$ cat src/rtl/vend_pkg.sv
// Shared types and constants for the change dispenser: FSM states, widths,
// coin values in nickel units and the shortage arithmetic used by CHECK.
package vend_pkg;

  localparam int CNT_W       = 6;
  localparam int AMT_W       = 4;
  localparam int TIMEOUT_CYC = 16;
  localparam int TMO_W       = $clog2(TIMEOUT_CYC);

  localparam logic [AMT_W-1:0] NICKEL  = AMT_W'(1);
  localparam logic [AMT_W-1:0] DIME    = AMT_W'(2);
  localparam logic [CNT_W-1:0] CNT_MAX = '1;

  typedef enum logic [2:0] {
    IDLE,
    CHECK,
    EJECT,
    WAIT,
    DONE,
    FAULT
  } state_t;

  // Nickels still owed after paying as many dimes as inventory allows.
  function automatic logic [CNT_W:0] nickels_needed(input logic [AMT_W-1:0] r,
                                                    input logic [CNT_W-1:0] cnt_d);
    logic [CNT_W:0] half;
    logic [CNT_W:0] dimes;
    half  = {{(CNT_W + 1 - AMT_W){1'b0}}, r} >> 1;
    dimes = ({1'b0, cnt_d} < half) ? {1'b0, cnt_d} : half;
    return {{(CNT_W + 1 - AMT_W){1'b0}}, r} - (dimes << 1);
  endfunction

endpackage

$ cat src/rtl/coin_counter.sv
// Inventory counter for one coin denomination: load beats inc/dec, inc and
// dec together cancel, increments saturate at the all-ones count.
module coin_counter
  import vend_pkg::*;
(
  input  logic             clk,
  input  logic             rst,
  input  logic             inc,
  input  logic             dec,
  input  logic             load,
  input  logic [CNT_W-1:0] load_val,
  output logic [CNT_W-1:0] cnt
);

  logic [CNT_W-1:0] cnt_reg;

  always_ff @(posedge clk or posedge rst) begin
    if (rst) begin
      cnt_reg <= '0;
    end else if (load) begin
      cnt_reg <= load_val;
    end else if (inc && !dec) begin
      if (cnt_reg != CNT_MAX) cnt_reg <= cnt_reg + 1'b1;
    end else if (dec && !inc) begin
      if (cnt_reg != '0) cnt_reg <= cnt_reg - 1'b1;
    end
  end

  assign cnt = cnt_reg;

endmodule

$ cat src/rtl/change_dispenser_ctrl.sv
// Change dispenser controller: greedy dime-first payout of a nickel-unit
// amount, one eject per coin-mechanism handshake, with a watchdog on the ack.
module change_dispenser_ctrl
  import vend_pkg::*;
(
  input  logic             clk,
  input  logic             rst,
  input  logic             req_valid,
  input  logic [AMT_W-1:0] req_amt,
  output logic             req_ready,
  output logic             eject_n,
  output logic             eject_d,
  input  logic             eject_done,
  input  logic             coin_in_n,
  input  logic             coin_in_d,
  input  logic             load,
  input  logic [CNT_W-1:0] load_n,
  input  logic [CNT_W-1:0] load_d,
  output logic [CNT_W-1:0] cnt_n,
  output logic [CNT_W-1:0] cnt_d,
  output logic             done,
  output logic             short,
  output logic             fault
);

  state_t           state_reg, state_next;
  logic [AMT_W-1:0] r_reg, r_next;
  logic [TMO_W-1:0] tmo_reg, tmo_next;
  logic             short_reg, short_next;
  logic             dec_n, dec_d;
  logic             load_ok;

  always_ff @(posedge clk or posedge rst) begin
    if (rst) begin
      state_reg <= IDLE;
      r_reg     <= '0;
      tmo_reg   <= '0;
      short_reg <= 1'b0;
    end else begin
      state_reg <= state_next;
      r_reg     <= r_next;
      tmo_reg   <= tmo_next;
      short_reg <= short_next;
    end
  end

  always_comb begin
    state_next = state_reg;
    r_next     = r_reg;
    tmo_next   = tmo_reg;
    short_next = 1'b0;
    dec_n      = 1'b0;
    dec_d      = 1'b0;
    req_ready  = 1'b0;
    eject_n    = 1'b0;
    eject_d    = 1'b0;
    done       = 1'b0;
    fault      = 1'b0;
    case (state_reg)
      IDLE: begin
        req_ready = 1'b1;
        if (req_valid) begin
          r_next     = req_amt;
          state_next = CHECK;
        end
      end
      CHECK: begin
        if (r_reg == '0) begin
          state_next = DONE;
        end else if (nickels_needed(r_reg, cnt_d) > {1'b0, cnt_n}) begin
          short_next = 1'b1;
          state_next = IDLE;
        end else begin
          state_next = EJECT;
        end
      end
      EJECT: begin
        if ((r_reg >= DIME) && (cnt_d != '0)) begin
          eject_d = 1'b1;
          dec_d   = 1'b1;
          r_next  = r_reg - DIME;
        end else begin
          eject_n = 1'b1;
          dec_n   = 1'b1;
          r_next  = r_reg - NICKEL;
        end
        tmo_next   = '0;
        state_next = WAIT;
      end
      WAIT: begin
        if (eject_done) begin
          state_next = (r_reg == '0) ? DONE : EJECT;
        end else if (tmo_reg == TMO_W'(TIMEOUT_CYC - 1)) begin
          state_next = FAULT;
        end else begin
          tmo_next = tmo_reg + 1'b1;
        end
      end
      DONE: begin
        done       = 1'b1;
        state_next = IDLE;
      end
      FAULT: begin
        fault = 1'b1;
      end
      default: state_next = IDLE;
    endcase
  end

  assign short   = short_reg;
  // Refill is only safe while no payout is in flight.
  assign load_ok = load && (state_reg == IDLE);

  coin_counter u_cnt_n (
    .clk      (clk),
    .rst      (rst),
    .inc      (coin_in_n),
    .dec      (dec_n),
    .load     (load_ok),
    .load_val (load_n),
    .cnt      (cnt_n)
  );

  coin_counter u_cnt_d (
    .clk      (clk),
    .rst      (rst),
    .inc      (coin_in_d),
    .dec      (dec_d),
    .load     (load_ok),
    .load_val (load_d),
    .cnt      (cnt_d)
  );

endmodule
$ cat config.mk
export PLATFORM = sky130hd
export DESIGN_NAME = change_dispenser_ctrl
export DESIGN_NICKNAME = d
export VERILOG_FILES = /design/src/rtl/vend_pkg.sv /design/src/rtl/coin_counter.sv /design/src/rtl/change_dispenser_ctrl.sv
export SDC_FILE = /design/constraint.sdc
export NUM_CORES = 1
export LEC_CHECK = 0
export CAP_MARGIN = 20
export CORE_AREA = 2 2 76 71
export CTS_BUF_LIST = sky130_fd_sc_hd__clkbuf_4
export DETAILED_ROUTE_END_ITERATION = 8
export DIE_AREA = 0 0 78 73
export PLACE_DENSITY = 0.81
export SYNTH_ARGS = -nofsm -noshare
export SYNTH_HDL_FRONTEND = slang
export SYNTH_SLANG_ARGS = --single-unit
$ cat constraint.sdc
create_clock -name clk -period 4 [get_ports clk]
set_input_delay 0.6 -clock clk [delete_from_list [all_inputs] [get_ports clk]]
set_output_delay 0.6 -clock clk [all_outputs]
set_load 0.05 [all_outputs]
==> flow_metrics.py <==
metrics = {
    "outcome": {
        "run_status": "finished clean",
    },
    "worst_setup_path": {
        "critPathCaptureType": "flop",
        "critical_path_required_ns": 4.23,
        "path_max_fanout": 5,
        "crit-reg2reg-launch": "r_reg[2]$_DFFE_PP0P_",
        "critical_path_depth": 16,
        "cpMaxStageDelayCell": "sky130_fd_sc_hd__or3b_2",
        "slowest_delay_ns": 0.51,
        "worst-r2r-setup-slack_ns": 0.23,
        "crit_type": "flop to flop",
        "worstPathCellList": "inv_2 > ha_1 > a21boi_0 > o21ai_0 > or3b_2 > nand2_1 > o21ai_0 > ha_1 > fa_1 > inv_1 > ha_1 > o21ai_0 > a21oi_1 > a2111oi_1 > o21bai_1 > o31ai_1",
        "startpoint_type_of_the_worst_setup_path": "flop",
        "crit_family": "compound AO/OA/AOI/OAI gates",
        "arrival_ns": 4.01,
        "worst_r2r_endpoint": "state_reg[1]$_DFFE_PP0P_",
        "ff2ff_path_depth": 16,
        "worstPathBufferInverterCount": 2,
    },
    "synthesis": {
        "yosys.area_share.adder": 0.176,
        "postSynthCellCount": 245,
        "synth_compound_area_frac": 0.204,
        "synth-simple-area-share": 0.183,
        "yosys_warnings": 0,
        "synth_seq_area_share": 0.283,
        "syn_avg_cell_area_um2": 8.67,
        "synth_fp_nets": 296,
        "count_of_flip_flops_with_a_built_in_enable_after_synthesis": 0,
        "yosys-mux-area-fraction": 0.0577,
        "combinational_family_with_the_most_area_after_synthesis": "compound AO/OA/AOI/OAI gates",
        "synthXorXnorAreaFrac": 0.0453,
        "synthDistinctLibCells": 49,
        "synth_async_sr_flop_share": 1.00,
        "yosys_most_used_dff": "sky130_fd_sc_hd__dfrtp_1",
        "post_synth_instance_area_mm2": 0.00212,
        "synth.ff_latch_count": 24,
    },
    "placement": {
        "dp_hpwl_um": 3640,
        "port-buffer-count": 40,
        "gp_congestion": 0.854,
        "dp_slack_ns": 0.128,
        "placedInstanceArea_mm2": 0.00260,
    },
    "global_routing": {
        "first_global_vias": 1805,
        "grt_pass1_wl_um": 8070,
        "top_usage_layer": "met2",
        "met3_use_gr": 0.0433,
        "grt_max_degree": 25,
        "global_route.usage.total": 0.175,
        "use_met2": 0.287,
        "number_of_antenna_violations_at_the_first_check_in_global_routing": 0,
        "grt.overflow.total": 0,
        "globalRouteMet1Util": 0.243,
    },
    "die": {
        "coreArea_mm2": 0.00500,
        "dieWidth_um": 78,
        "floorplan.die.height_um": 73,
        "placement_rows": 25,
        "starting_density_of_the_core": 0.425,
        "die_area_mm2": 0.00569,
        "ios": 41,
    },
    "cts": {
        "clk-insertion-delay-late_ns": 0.32,
        "clock-root-buffer": "sky130_fd_sc_hd__clkbuf_4",
        "clk_transition_reported_paths_ns": 0.13,
        "cts-buffers-inserted": 3,
        "cts_hold_repair.buffers": 0,
        "worst_case_clock_buffer_depth": 2,
        "tritoncts_clock_tree": "built",
        "clock_sinks": 24,
        "cts_max_level": 1,
    },
    "sta": {
        "layout_worst_path_cycle_share": 0.944,
        "fin_ws_ns": 0.225,
        "holdWs_ns": 0.516,
        "fin_worst_skew_ns": 0.00916,
        "setup-violations-final": 0,
        "worst_slew_pin_slew_ns": 0.518,
        "finalWorstPathRequiredPeriod_ns": 3.77,
        "timing_hold_violations_final": 0,
        "report.final.slew_viol_count": 0,
        "timing.fmax_mhz": 265,
        "worst_relative_slew_slack": 0.654,
    },
    "route": {
        "drc": 0,
        "routed_wirelength_um": 4840,
        "detailroute.via_count": 1889,
        "avgRoutedWirePerCell_um": 13.6,
        "postRouteAntennaNets": 0,
        "dr.first_iter.drc_count": 103,
        "detail_route.first_pass.iterations": 4,
        "post_drt_via_cell_ratio": 5.32,
    },
    "pwr": {
        "ir_worst_vdd_uv": 450,
        "static-leakage-power_uw": 0.00118,
        "power.total_uw": 2500,
        "cellPowerDensity_mw_per_mm2": 936,
    },
    "layout": {
        "drive_above_1_share": 0.0799,
        "final_area_mm2": 0.00268,
        "layout.nets": 341,
        "finish.utilization": 0.535,
        "antenna_cells": 0,
        "layout-area-overhead-vs-synth_pct": 25.9,
    },
    "min_path": {
        "worst_hold_path.num_cells": 1,
        "worstHoldPathType": "flop to flop",
        "hp-start": "tmo_reg[2]$_DFFE_PP0P_",
        "min_to": "tmo_reg[2]$_DFFE_PP0P_",
    },
    "run": {
        "max_cap_violations": 0,
    },
}
## cell usage in the layout, fill, tap and decap left out, types with 2 or more instances in the layout
cell type,netlist,final
sky130_fd_sc_hd__o21ai_1,2,2
sky130_fd_sc_hd__mux2i_1,10,10
sky130_fd_sc_hd__and2_1,2,2
sky130_fd_sc_hd__nor2_1,13,13
sky130_fd_sc_hd__clkdlybuf4s50_1,0,40
sky130_fd_sc_hd__o21bai_1,4,4
sky130_fd_sc_hd__o211ai_1,2,2
sky130_fd_sc_hd__xnor2_1,7,7
sky130_fd_sc_hd__ha_1,25,25
sky130_fd_sc_hd__clkbuf_4,0,3
sky130_fd_sc_hd__nor3_1,8,8
sky130_fd_sc_hd__or3_1,4,4
sky130_fd_sc_hd__dfrtp_1,24,23
sky130_fd_sc_hd__nand3_1,7,7
sky130_fd_sc_hd__nand2_1,21,21
sky130_fd_sc_hd__o21ai_0,20,20
sky130_fd_sc_hd__nor2b_1,5,5
sky130_fd_sc_hd__fa_1,3,3
sky130_fd_sc_hd__a21o_1,5,5
sky130_fd_sc_hd__nand4_1,4,4
sky130_fd_sc_hd__a21oi_1,21,20
sky130_fd_sc_hd__a211oi_1,2,2
sky130_fd_sc_hd__xor2_1,4,4
sky130_fd_sc_hd__inv_1,20,19
sky130_fd_sc_hd__mux2_2,2,2
sky130_fd_sc_hd__buf_4,0,6
## timing repair
| item | 4_1_cts | 5_1_grt |
|---|---|---|
| buffers inserted | 0 | 2 |
| gates resized for setup | 0 | 4 |
| setup endpoints to repair | 0 | 2 |
## area by class of cell
| type | instances | area [um2] |
|---|---|---|
| Inverter | 20 | 75.1 |
| Sequential cell | 24 | 602 |
| Clock buffer | 3 | 22.5 |
| Multi-Input combinational cell | 194 | 1420 |
| Tap cell | 67 | 83.8 |
| Fill cell | 488 | 2330 |
| Timing Repair Buffer | 47 | 473 |
## metal layers
layer | vias up | share of wire
li1 | 968 | -
met1 | 877 | 0.49
met2 | 42 | 0.47
met3 | 2 | 0.046
met4 | 0 | 0.00083
met5 | - | 0
## how the worst max path moves through the flow
stage	startpoint	end	slack, ns
detailed placement	r_reg[2]$_DFFE_PP0P_	state_reg[1]$_DFFE_PP0P_	0.13
floorplan	u_cnt_d.cnt[1]$_DFFE_PP0P_	state_reg[1]$_DFFE_PP0P_	0.18
finish	r_reg[2]$_DFFE_PP0P_	state_reg[1]$_DFFE_PP0P_	0.23
global route	r_reg[2]$_DFFE_PP0P_	state_reg[1]$_DFFE_PP0P_	-0.11
global placement	r_reg[2]$_DFFE_PP0P_	state_reg[1]$_DFFE_PP0P_	0.30
CTS	r_reg[2]$_DFFE_PP0P_	state_reg[1]$_DFFE_PP0P_	0.09
## logic make-up (layout without fill, tap and decap cells)
| family | Yosys count | in the layout |
|---|---|---|
| buf+inv | 27 | 70 |
| fa+ha+maj | 28 | 28 |
| flops | 24 | 24 |
| simple gates | 75 | 75 |
| compound gates | 68 | 68 |
| mux | 12 | 12 |
| xor+xnor | 11 | 11 |
## worst reg2reg max path: cells and delay by family (launching register included)
family | cells | cell delay (ns)
AO/OA/AOI/OAI | 8 | 1.25
adder cells (fa/ha/maj) | 4 | 1.22
buffers and inverters | 2 | 0.16
AND/OR/NAND/NOR | 2 | 0.60
flip-flops | 1 | 0.47
## power breakdown
part / switching (uW) / total, uW / internal [uW]
sequential: 175 / 530 / 355
combinational: 1050 / 1860 / 810
clock: 74.3 / 110 / 35.3
total: 1300 / 2500 / 1200
## cells in the mapped netlist, types with 2 or more instances
cell type / n / area (um2)
sky130_fd_sc_hd__o21bai_1: 4 / 30.0
sky130_fd_sc_hd__mux2i_1: 10 / 100
sky130_fd_sc_hd__dfrtp_1: 24 / 601
sky130_fd_sc_hd__nand2_1: 21 / 78.8
sky130_fd_sc_hd__nor2_1: 13 / 48.8
sky130_fd_sc_hd__and2_1: 2 / 12.5
sky130_fd_sc_hd__a211oi_1: 2 / 15.0
sky130_fd_sc_hd__or3_1: 4 / 25.0
sky130_fd_sc_hd__ha_1: 25 / 313
sky130_fd_sc_hd__xnor2_1: 7 / 61.3
sky130_fd_sc_hd__inv_1: 20 / 75.1
sky130_fd_sc_hd__o21ai_0: 20 / 100
sky130_fd_sc_hd__nand4_1: 4 / 25.0
sky130_fd_sc_hd__nand3_1: 7 / 35.0
sky130_fd_sc_hd__nor3_1: 8 / 40.0
sky130_fd_sc_hd__o211ai_1: 2 / 15.0
sky130_fd_sc_hd__xor2_1: 4 / 35.0
sky130_fd_sc_hd__o21ai_1: 2 / 10.0
sky130_fd_sc_hd__a21o_1: 5 / 37.5
sky130_fd_sc_hd__mux2_2: 2 / 22.5
sky130_fd_sc_hd__nor2b_1: 5 / 31.3
sky130_fd_sc_hd__a21oi_1: 21 / 105
sky130_fd_sc_hd__fa_1: 3 / 60.1
sky130_fd_sc_hd__clkbuf_1: 5 / 18.8
## stage by stage
step                setup TNS [ns]  std cells
floorplan                        0        245
global placement                 0        349
detailed placement               0        349
CTS                              0        352
global route                -0.148        355
finish                           0        355
(Power assumes the default switching activity.)
